--- config.mk ---
export PLATFORM = sky130hd
export DESIGN_NAME = key_command_decoder
export DESIGN_NICKNAME = d
export VERILOG_FILES = /design/src/rtl/key_command_decoder.sv
export SDC_FILE = /design/constraint.sdc
export NUM_CORES = 1
export LEC_CHECK = 0
export ABC_CLOCK_PERIOD_IN_PS = 3300
export BUFFER_PORTS_ARGS = -buffer_cell sky130_fd_sc_hd__buf_2
export CAP_MARGIN = 20
export CORE_AREA = 2 2 67 94
export CTS_CLUSTER_SIZE = 10
export DETAILED_ROUTE_END_ITERATION = 10
export DIE_AREA = 0 0 69 96
export PLACE_DENSITY = 0.78
export SYNTH_ARGS = -nofsm -noshare
export SYNTH_HDL_FRONTEND = slang
export SYNTH_SLANG_ARGS = --single-unit
--- constraint.sdc ---
create_clock -name clk -period 3.3 [get_ports clk]
set_input_delay 0.165 -clock clk [delete_from_list [all_inputs] [get_ports clk]]
set_output_delay 0.165 -clock clk [all_outputs]
set_load 0.03 [all_outputs]
--- src/rtl/key_command_decoder.sv ---
// UART key-byte decoder: WASD into held movement bits that expire on move ticks, and
// action keys into a small valid/ready command FIFO. Optional macro: KEYDEC_REPEAT_FILTER_EN.
module key_command_decoder #(
    parameter int FIFO_DEPTH = 4,
    parameter int TICK_DIV   = 10_000_000,
    parameter int HOLD_TICKS = 2
) (
    input  logic       clk,
    input  logic       reset_n,
    input  logic [7:0] rx_data,
    input  logic       rx_valid,
    input  logic       cmd_ready,
    output logic       cmd_valid,
    output logic [1:0] cmd_code,
    output logic [3:0] move_dir,
    output logic       move_tick,
    output logic       overflow,
    input  logic       ovf_clear,
    output logic [7:0] ignored_cnt
);

    localparam int AW  = $clog2(FIFO_DEPTH);
    localparam int TCW = $clog2(TICK_DIV);
    localparam logic [TCW-1:0] TICK_LAST = TCW'(TICK_DIV - 1);
    localparam logic [3:0]     HOLD_LOAD = 4'(HOLD_TICKS);

    function automatic logic [7:0] sat_inc8(input logic [7:0] v);
        return (v == 8'hFF) ? v : v + 8'd1;
    endfunction

    function automatic logic [3:0] hold_dec(input logic [3:0] v);
        return (v == 4'd0) ? v : v - 4'd1;
    endfunction

    logic [3:0]     w_dir;
    logic           w_is_cmd;
    logic [1:0]     w_cmd;
    logic           w_unmapped;
    logic           w_key_v;
    logic           w_cmd_v;
    logic           w_filtered;
    logic           w_push;
    logic           w_pop;
    logic           w_full;
    logic           w_empty;

    logic [TCW-1:0] r_tcnt;
    logic           r_tick;
    logic [3:0]     r_hold [4];
    logic [1:0]     r_mem  [FIFO_DEPTH];
    logic [AW:0]    r_wr_ptr;
    logic [AW:0]    r_rd_ptr;
    logic           r_ovf;
    logic [7:0]     r_ign;

    // Byte classification; bit order of w_dir is {up,down,left,right}
    always_comb begin
        w_dir      = 4'b0000;
        w_is_cmd   = 1'b0;
        w_cmd      = 2'b00;
        w_unmapped = 1'b0;
        case (rx_data)
            8'h57, 8'h77: w_dir = 4'b1000;
            8'h53, 8'h73: w_dir = 4'b0100;
            8'h41, 8'h61: w_dir = 4'b0010;
            8'h44, 8'h64: w_dir = 4'b0001;
            8'h20, 8'h0D: begin w_is_cmd = 1'b1; w_cmd = 2'b00; end
            8'h4A, 8'h6A: begin w_is_cmd = 1'b1; w_cmd = 2'b01; end
            8'h4B, 8'h6B: begin w_is_cmd = 1'b1; w_cmd = 2'b10; end
            8'h58, 8'h78: begin w_is_cmd = 1'b1; w_cmd = 2'b11; end
            default:      w_unmapped = 1'b1;
        endcase
    end

    assign w_key_v = rx_valid && (w_dir != 4'b0000);
    assign w_cmd_v = rx_valid && w_is_cmd;

`ifdef KEYDEC_REPEAT_FILTER_EN
    logic       r_last_v;
    logic [1:0] r_last_code;

    assign w_filtered = r_last_v && (r_last_code == w_cmd);

    // Memory of the last accepted command; forgotten at every move tick
    always_ff @(posedge clk or negedge reset_n) begin
        if (!reset_n) begin
            r_last_v    <= 1'b0;
            r_last_code <= 2'b00;
        end else if (w_cmd_v && !w_filtered) begin
            r_last_v    <= 1'b1;
            r_last_code <= w_cmd;
        end else if (r_tick) begin
            r_last_v    <= 1'b0;
        end
    end
`else
    assign w_filtered = 1'b0;
`endif

    assign w_push = w_cmd_v && !w_filtered;

    // Free-running tick timebase; pulse is registered one cycle after the last count
    always_ff @(posedge clk or negedge reset_n) begin
        if (!reset_n) begin
            r_tcnt <= '0;
            r_tick <= 1'b0;
        end else begin
            r_tcnt <= (r_tcnt == TICK_LAST) ? '0 : r_tcnt + 1'b1;
            r_tick <= (r_tcnt == TICK_LAST);
        end
    end

    // Hold counters: a load beats a coincident tick; index i^1 is the opposite direction
    always_ff @(posedge clk or negedge reset_n) begin
        if (!reset_n) begin
            for (int i = 0; i < 4; i++) r_hold[i] <= 4'd0;
        end else begin
            for (int i = 0; i < 4; i++) begin
                if (w_key_v && w_dir[i])
                    r_hold[i] <= HOLD_LOAD;
                else if (w_key_v && w_dir[i ^ 1])
                    r_hold[i] <= 4'd0;
                else if (r_tick)
                    r_hold[i] <= hold_dec(r_hold[i]);
            end
        end
    end

    assign w_empty = (r_wr_ptr == r_rd_ptr);
    assign w_full  = (r_wr_ptr[AW] != r_rd_ptr[AW]) &&
                     (r_wr_ptr[AW-1:0] == r_rd_ptr[AW-1:0]);
    assign w_pop   = !w_empty && cmd_ready;

    // FIFO: a push into a full queue only succeeds when the head leaves the same cycle
    always_ff @(posedge clk or negedge reset_n) begin
        if (!reset_n) begin
            r_wr_ptr <= '0;
            r_rd_ptr <= '0;
            for (int i = 0; i < FIFO_DEPTH; i++) r_mem[i] <= 2'b00;
        end else begin
            if (w_push && (!w_full || w_pop)) begin
                r_mem[r_wr_ptr[AW-1:0]] <= w_cmd;
                r_wr_ptr <= r_wr_ptr + 1'b1;
            end
            if (w_pop)
                r_rd_ptr <= r_rd_ptr + 1'b1;
        end
    end

    always_ff @(posedge clk or negedge reset_n) begin
        if (!reset_n) begin
            r_ovf <= 1'b0;
            r_ign <= 8'd0;
        end else begin
            if (w_push && w_full && !w_pop)
                r_ovf <= 1'b1;
            else if (ovf_clear)
                r_ovf <= 1'b0;
            if (rx_valid && w_unmapped)
                r_ign <= sat_inc8(r_ign);
        end
    end

    assign cmd_valid   = !w_empty;
    assign cmd_code    = r_mem[r_rd_ptr[AW-1:0]];
    assign move_tick   = r_tick;
    assign overflow    = r_ovf;
    assign ignored_cnt = r_ign;
    assign move_dir    = {r_hold[3] != 4'd0, r_hold[2] != 4'd0,
                          r_hold[1] != 4'd0, r_hold[0] != 4'd0};

endmodule

# Word-level counts from Yosys, hierarchy flattened
# Cells that the tools add are included.
# op_classes
add_sub_neg	8
n_lt_le_gt_ge	3
eq_ne	25
mux	29
n_bitwise	3
n_reduce_logical	43
# ops
operator	count
== test 8 x 7 -> 1 bit, second input constant	14
2-to-1 mux 4 bit	16
adder 24 x 1 -> 24 bit, second input constant	1
== test 24 bit, second input constant	1
2-to-1 mux 24 bit	1
nonzero test 4 bit	5
logical NOT 4 bit	4
case mux 4 bit (4 select lines)	1
OR reduction 16 bit	1
subtractor 4 x 1 -> 4 bit, second input constant	4
OR reduction 2 bit	7
logical AND 1 bit	13
!= test 3 bit, second input constant	4
AND reduction 2 bit	5
adder 8 x 1 -> 8 bit, second input constant	1
bitwise mux 8 bit	1
== test 8 x 4 -> 1 bit, second input constant	1
== test 8 x 6 -> 1 bit, second input constant	1
== test 8 bit, second input constant	1
OR reduction 8 bit	1
adder 3 x 1 -> 3 bit, second input constant	2
>= comparator 3 bit, second input constant	2
2-to-1 mux 2 bit	3
NOT 2 -> 3 bit	2
13 further kinds	19
# totals
regBits	64
in_bits	13
output_inout_bits	17
elab_cells	125

# Longest topological paths before layout
# Gate-level depths: netlist of the first run.
# depth
depth_word	8
mapped_depth	7
ltp_nobuf	7

# Worst setup path before layout of the first run
# OpenSTA, ideal clock, no wires.
# synth_path
path_type	flip-flop to flip-flop
startpoint	register r_hold[8] (netlist name)
endpoint	register r_hold[9] (netlist name)
arrival_time_ns	1.857
required_time_ns	3.236
setup_slack_ns	1.379
stages_incl_launch_ff	8
n_path_buf	0
synth_period_minus_slack_ns	1.921
cell_sequence	dfrtp_1 inv_1 ha_1 or3b_2 nand2_1 mux2_2 a21oi_1 a21o_1
# synth_between
elab_chain_len	5
elab_cells_between_ends	8
# synth_rtl
element	line	source
start, declared	49	logic [3:0] r_hold [4];
start signal, assigned by index	124	r_hold[i] <= hold_dec(r_hold[i]);
subtractor 4 x 1 -> 4 bit	32	return (v == 4'd0) ? v : v - 4'd1;
2-to-1 mux 4 bit	32	
2-to-1 mux 4 bit	123	else if (r_tick)
2-to-1 mux 4 bit	121	else if (w_key_v && w_dir[i ^ 1])
2-to-1 mux 4 bit	119	if (w_key_v && w_dir[i])
# Several ways; a longest one is shown, not always the timed one. The select of a mux whose other input is x is not followed.
# A chain may end at the register's enable or synchronous reset.

# Final worst setup path of the first run
# layout_path
startpoint	register r_tcnt[0]
endpoint	register r_tcnt[3]
# layout_between
elab_chain_len	2
elab_cells_between_ends	3
# layout_rtl
element	line	source
start, declared	47	logic [TCW-1:0] r_tcnt;
start signal, assigned	108	r_tcnt <= (r_tcnt == TICK_LAST) ? '0 : r_tcnt + 1'b1;
adder 24 x 1 -> 24 bit / == test 24 bit (equally long branches)	108	
2-to-1 mux 24 bit *	108	
# Mark *: on every way between the ends. The rest lies on a longest branch, timed or not.

==> metrics.md, run 1 <==
| Metric | Value |
|---|---|
| Hold Path Origin | `cmd_ready` |
| RSZ-0062 raised after global routing | `no` |
| Max VDD drop | `0.000347 V` |
| Post-CTS setup buffers | `0` |
| Iter 0 DRT Violations | `190` |
| Reg2reg setup slack | `1.37 ns` |
| CTS tree | `done` |
| Drt first pass iters | `4` |
| Min-Delay Path Class | `in2reg` |
| Top FF cell, synth | `dfrtp_1` |
| GRT Total Usage | `between 20 and 25%` |
| Total CTS buffers | `9` |
| CTS Sinks | `64` |
| Slowest cell on the critical path | `nor4_2` |
| Placed wire-length estimate | `about 4600 µm` |
| Crit-path max cell delay | `0.59 ns` |
| Sequential area share after synthesis | `a little under half` |
| Crit path launch type | `register` |
| Global-route met3 utilization | `roughly 5.2%` |
| First-pass GRT wire length | `11,300 µm` |
| DR DRC count | `0` |
| Critical path type | `reg2reg` |
| Largest net degree at the start of global routing | `48` |
| Worst r2r src | `r_tcnt[0]` |
| Top area cells in the synthesized netlist | `dfrtp_1 (48%), xnor2_1 (6.8%), ha_1 (5.6%)` |
| Grt ovf | `0` |
| CP arrival | `2.16 ns` |
| Count leader, synth | `dfrtp_1` |
| EDFF count, synth | `0` |
| Hold Path Sink | `r_rd_ptr[0]` |
| Placer Congestion | `0.811` |
| Share of flip-flops with an asynchronous set or reset | `100%` |
| FF-to-FF path depth | `5` |
| Worst Tran Pin Value | `0.539 ns` |
| Antenna cells | `0` |
| Finish-stage setup viols | `0` |
| Final wirelength | `roughly 6300 µm` |
| GR Util met2 | `38.9%` |
| CP Max Fanout | `9` |
| LEAKAGE | `1.77 nW` |
| Final hold vios | `0` |
| Setup TNS | `0 ns` |
| Status | `finished, final reports clean` |
| Skew final | `~0.011 ns` |
| Worst setup EP type | `register` |
| Initial antenna violation count | `0` |
| Starting Density | `58.1%` |
| Total design power | `2.28 mW` |
| Synth warnings | `0` |
| IO buf count | `29` |
| Hold_buf cts | `1` |
| Boundary pin count | `30` |
| Post-synthesis cell count | `320` |
| Routed Antenna Nets | `0` |
| Hold Path Stages | `3` |
| Worst hold margin | `between 0.1 and 0.15 ns` |
| Post-Syn Area | `around 3400 µm²` |
| NumNets Final | `387` |
| Max Fclk | `around 0.52 GHz` |
| Via count | `~2,500` |
| CP Cell Sequence | `ha_1, nand4_1, nor4_2, buf_4, nor2_1` |
| Power per cell area | `roughly 590 nW/µm²` |
| Die area | `6620 µm²` |
| RR Endpoint | `r_tcnt[3]` |
| Root Buffer | `clkbuf_8` |
| Synth Area per Inst | `10.5 µm²` |
| Rel. slew slack | `63.8%` |
| Max-slew violation count | `0` |
| Syn nets | `348` |
| Yosys reg bits | `64` |
| CORE AREA | `5780 µm²` |
| Worst skew pair latency | `0.35 ns` |
| Register Area | `between 1500 and 2000 µm²` |
| Vias/cell | `5.69` |
| Met1 usage | `between 20% and 30%` |
| Vias in the first global route | `2,556` |
| Max-cap violations | `0` |
| Area growth syn-to-layout | `14.3%` |
| WP data required | `3.53 ns` |
| Multi-input gate area in the final layout | `1670 µm²` |
| Number of cell rows | `33` |
| Post-synth top area cell | `dfrtp_1` |
| Synth top cells by count | `dfrtp_1 (64), nor2_1 (36), nand2_1 (29), xnor2_1 (26), nand3_1 (18)` |
| Final period utilization | `about three fifths` |
| Min cycle time layout | `slightly below 2 ns` |
| Htree depth | `3` |
| Die X | `69 µm` |
| Share of cells above drive strength 1 | `between 20% and 30%` |
| Die Y | `roughly 96 µm` |
| Post_cts resized | `0` |
| Fill cells | `459` |
| Routed WL per cell | `between 10 and 15 µm` |
| Clk pin slew, worst setup/hold paths | `0.07 ns` |
| Clk buf depth | `2` |
| Top cell type's share of synthesized area | `47.7%` |
| Grt peak-use layer | `met2` |
| Yosys cell types | `between 40 and 50` |
## worst max path at each step
| stage | to | slack, ns | startpoint |
|---|---|---|---|
| final | r_tcnt[3] | 1.37 | r_tcnt[0] |
| after detailed placement | r_tcnt[9] | 1.37 | r_tcnt[0] |
| after global placement | r_tcnt[12] | 1.40 | r_tcnt[0] |
| after global routing | r_tcnt[0] | 1.25 | r_tcnt[0] |
| after CTS | r_tcnt[3] | 1.35 | r_tcnt[0] |
| after floorplan | r_hold[9] | 1.38 | r_hold[8] |
## critical path: cells and delay by family, from the launching register on
family	cells	cell delay, ns
buf+inv	1	0.27
flops	1	0.39
simple gates	3	0.93
fa+ha+maj	1	0.23
## state kept, by name, indices dropped and copies added (netlist names)
| name | flops |
|---|---|
| ignored_cnt | 8 |
| move_tick | 1 |
| overflow | 1 |
| r_hold | 16 |
| r_mem | 8 |
| r_rd_ptr | 3 |
| r_tcnt | 24 |
| r_wr_ptr | 3 |
## final cells by class
cell class                 instances  area share (%)
multi-input combinational        235            43.4
sequential                        64            41.7
timing repair buffer              34            5.41
clock buffer                      11            3.68
tap                               70            2.28
clock inverter                     5            2.09
inverter                          15            1.47
## cells in the final DEF (no fill, tap or decap), types with 2 or more instances in the layout
| master | instances |
|---|---|
| a21oi_1 | 10 |
| and3_1 | 2 |
| and4_1 | 3 |
| buf_2 | 29 |
| buf_4 | 2 |
| bufinv_16 | 2 |
| clkbuf_8 | 10 |
| clkinvlp_4 | 2 |
| dfrtp_1 | 64 |
| dlygate4sd3_1 | 2 |
| ha_1 | 15 |
| inv_1 | 15 |
| mux2_2 | 11 |
| mux2i_1 | 2 |
| mux4_2 | 2 |
| nand2_1 | 29 |
| nand3_1 | 18 |
| nand4_1 | 8 |
| nor2_1 | 36 |
| nor2_2 | 2 |
| nor2b_1 | 3 |
| nor3_1 | 9 |
| nor4_1 | 7 |
| nor4b_1 | 2 |
| o21ai_0 | 3 |
| o21ai_1 | 3 |
| or3b_2 | 5 |
| or4_1 | 2 |
| xnor2_1 | 26 |
| xor2_1 | 17 |
## where the power goes
part / switching (mW) / internal (mW)
Sequential: 0.125 / 0.893
Clock: 0.301 / 0.444
Combinational: 0.299 / 0.216
## layer usage
| metal | vias up | part of all wire, % |
|---|---|---|
| li1 | 1181 | - |
| met1 | 1234 | 40 |
| met2 | 41 | 54 |
| met3 | 13 | 3.5 |
| met4 | 0 | 2.1 |
| met5 | - | 0 |
## kinds of logic (layout without fill, tap and decap cells)
logic type | after synthesis | after routing | share of synthesized area [%]
simple gates | 137 | 137 | 21.6
flops | 64 | 64 | 47.7
xor+xnor | 44 | 44 | 11.7
compound gates | 22 | 22 | 4.28
buf+inv | 21 | 65 | 2.79
mux | 17 | 17 | 6.40
fa+ha+maj | 15 | 15 | 5.58
## stage by stage
| stage | instance area [µm²] | instances | worst slack (ns) | utilization (%) |
|---|---|---|---|---|
| 6_report | 3840 | 434 | 1.37 | 66.4 |
| 5_1_grt | 3840 | 434 | 1.25 | 66.4 |
| 4_1_cts | 3800 | 432 | 1.35 | 65.8 |
| 3_5_place_dp | 3570 | 415 | 1.37 | 61.8 |
| 3_3_place_gp | 3570 | 415 | 1.40 | 61.8 |
| 2_1_floorplan | 3360 | 320 | 1.38 | - |
Power figures use the tool's default switching activity.
==> run 2, diff against run 1 <==
ABC_CLOCK_PERIOD_IN_PS = 1900   (was 3300)
CORE_AREA = 2 2 67 95   (was 2 2 67 94)
DIE_AREA = 0 0 69 97   (was 0 0 69 96)
PLACE_DENSITY = 0.77   (was 0.78)
clock period = 1.9 ns   (was 3.3 ns; I/O delays follow)
==> metrics.md, run 2 (synthesized netlist as in run 1, its figures left out) <==
| Metric | Value |
|---|---|
| Status | `finished, final reports clean` |
| Drt first pass iters | `4 (unchanged)` |
| CP arrival | `1.70 ns (-0.46 ns)` |
| Routed WL per cell | `14.3 µm (-2.0%)` |
| First-pass GRT wire length | `11,000 µm (-2.6%)` |
| Setup TNS | `0 ns (unchanged)` |
| Global-route met3 utilization | `4.90% (-0.34 points)` |
| Min cycle time layout | `1.80 ns` |
| Worst r2r src | `r_hold[9]` |
| Final period utilization | `94.7%` |
| Final WS setup | `0.100 ns (-1.27 ns)` |
| Die area | `6690 µm² (+1.0%)` |
| Routed Antenna Nets | `0 (unchanged)` |
| IO buf count | `29 (unchanged)` |
| Total CTS buffers | `9 (unchanged)` |
| WP data required | `1.80 ns (-1.73 ns)` |
| Reg2reg setup slack | `0.14 ns (-1.23 ns)` |
| Dpl ws | `0.0425 ns (-1.33 ns)` |
| Via count | `2,409 (-2.4%)` |
| Max-slew violation count | `0 (unchanged)` |
| Clk buf depth | `2 (unchanged)` |
| LEAKAGE | `1.77 nW (+0.12%)` |
| Number of cell rows | `33 (unchanged)` |
| Largest reg by FF count | `r_tcnt` |
| Final wirelength | `6240 µm (-1.5%)` |
| Vias in the first global route | `2,469 (-3.4%)` |
| Met1 usage | `23.6% (+0.30 points)` |
| NumNets Final | `389 (+0.52%)` |
| Root Buffer | `clkbuf_8` |
| Fill cells | `456 (-0.65%)` |
| Iter 0 DRT Violations | `114 (-40%)` |
| Die X | `69 µm (unchanged)` |
| Area growth syn-to-layout | `15.0%` |
| Final hold vios | `0 (unchanged)` |
| Hold Path Sink | `r_rd_ptr[2]` |
| Max VDD drop | `0.000594 V (+71%)` |
| Max-cap violations | `0 (unchanged)` |
| Worst Tran Pin Value | `0.487 ns (-0.0525 ns)` |
| DR DRC count | `0 (unchanged)` |
| Non-filler cells in the finished layout | `436 (+0.46%)` |
| Max Fclk | `0.556 GHz` |
| Worst setup EP type | `output port` |
| Most frequent cells in the layout | `dfrtp_1 (64), nor2_1 (36), buf_2 (29), nand2_1 (28), xnor2_1 (26)` |
| Post-CTS setup buffers | `0 (unchanged)` |
| Rel. slew slack | `67.3% (+3.6 points)` |
| Min-Delay Path Class | `in2reg` |
| Placed wire-length estimate | `4520 µm (-2.2%)` |
| Htree depth | `3 (unchanged)` |
| Largest register FFs | `24 (unchanged)` |
| Placed cells | `418 (+0.72%)` |
| Grt ovf | `0 (unchanged)` |
| Skew final | `0.0109 ns (+0.000104 ns)` |
| Grt peak-use layer | `met2` |
| Power per cell area | `1040 nW/µm² (+75%)` |
| Largest net degree at the start of global routing | `52 (+8.3%)` |
| Starting Density | `58.1% (unchanged)` |
| Die Y | `97 µm (+1.0%)` |
| FF-to-FF path depth | `7 (+2)` |
| RR Endpoint | `r_hold[9]` |
| Hold Path Stages | `3 (unchanged)` |
| Share of cells above drive strength 1 | `23.0% (+2.1 points)` |
| Worst hold margin | `0.0473 ns (-0.0705 ns)` |
| Commonest non-fill, non-tap cell in the layout | `dfrtp_1` |
| CORE AREA | `5780 µm² (unchanged)` |
| Clk pin slew, worst setup/hold paths | `0.08 ns (about the same)` |
| Vias/cell | `5.53 (-2.9%)` |
| Antenna cells | `0 (unchanged)` |
| Critical path type | `reg2out` |
| CTS Sinks | `64 (unchanged)` |
| Boundary pin count | `30 (unchanged)` |
| Initial antenna violation count | `0 (unchanged)` |
| Top flop regs | `r_tcnt: 24 flops, r_hold: 16 flops` |
| Crit path launch type | `register` |
| Worst skew pair latency | `0.35 ns (about the same)` |
| GRT Total Usage | `20.4% (-1.1 points)` |
| GR Util met2 | `35.4% (-3.6 points)` |
| CTS tree | `done` |
| RSZ-0062 raised after global routing | `no` |
| Placer Congestion | `0.779 (-4.0%)` |
| Hold Path Origin | `cmd_ready` |
| CP Launch Point | `r_hold[4]` |
| CP Max Fanout | `4 (-5)` |
| Finish-stage setup viols | `0 (unchanged)` |
## run 2: final cells by class
cell class	instances	area, µm²	share of cell area [%]
clock inverters	6	91.3	2.36
multi-input cells	235	1680	43.4
repair buffers	36	215	5.57
inverters	15	56.3	1.46
clock buffers	10	138	3.56
well taps	70	87.6	2.27
flip-flops and latches	64	1600	41.4
## run 2: critical path: stages, from the launching register on
cell     delay (ns)
dfrtp_1        0.36
inv_1          0.13
ha_1           0.19
or3b_2         0.48
buf_2          0.20
## run 2: per-layer routing
layer	vias up	wire (µm)
li1	1178	-
met1	1179	2610
met2	41	3300
met3	11	196
met4	0	133
met5	-	0
## run 2: how the worst max path moves through the flow
stage | end | slack [ns]
floorplan | r_hold[13] | 0.06
global placement | r_hold[13] | 0.18
detailed placement | r_hold[13] | 0.04
CTS | r_hold[13] | 0.02
global route | move_dir[2] | 0.008
finish | move_dir[2] | 0.10
## run 2: power by group
part / internal (mW) / leakage [nW] / switching (mW)
Clock: 0.778 / 0.105 / 0.554
Combinational: 0.390 / 0.858 / 0.536
Sequential: 1.55 / 0.807 / 0.208
Total: 2.72 / 1.77 / 1.30
## run 2: repair_timing
item                                    4_1_cts  5_1_grt
gates resized for setup                       0        6
hold buffers                                  2        0
endpoints found under the setup margin        0        2
hold endpoints to repair                     15        0
## run 2: stage by stage
stage	util, %	instance area (µm²)	total power, mW
final	66.9	3870	4.02
after global routing	66.9	3870	4.24
after CTS	66.7	3860	4.05
after detailed placement	62.4	3610	2.71
after global placement	62.4	3610	2.67
after floorplan	-	3360	2.42
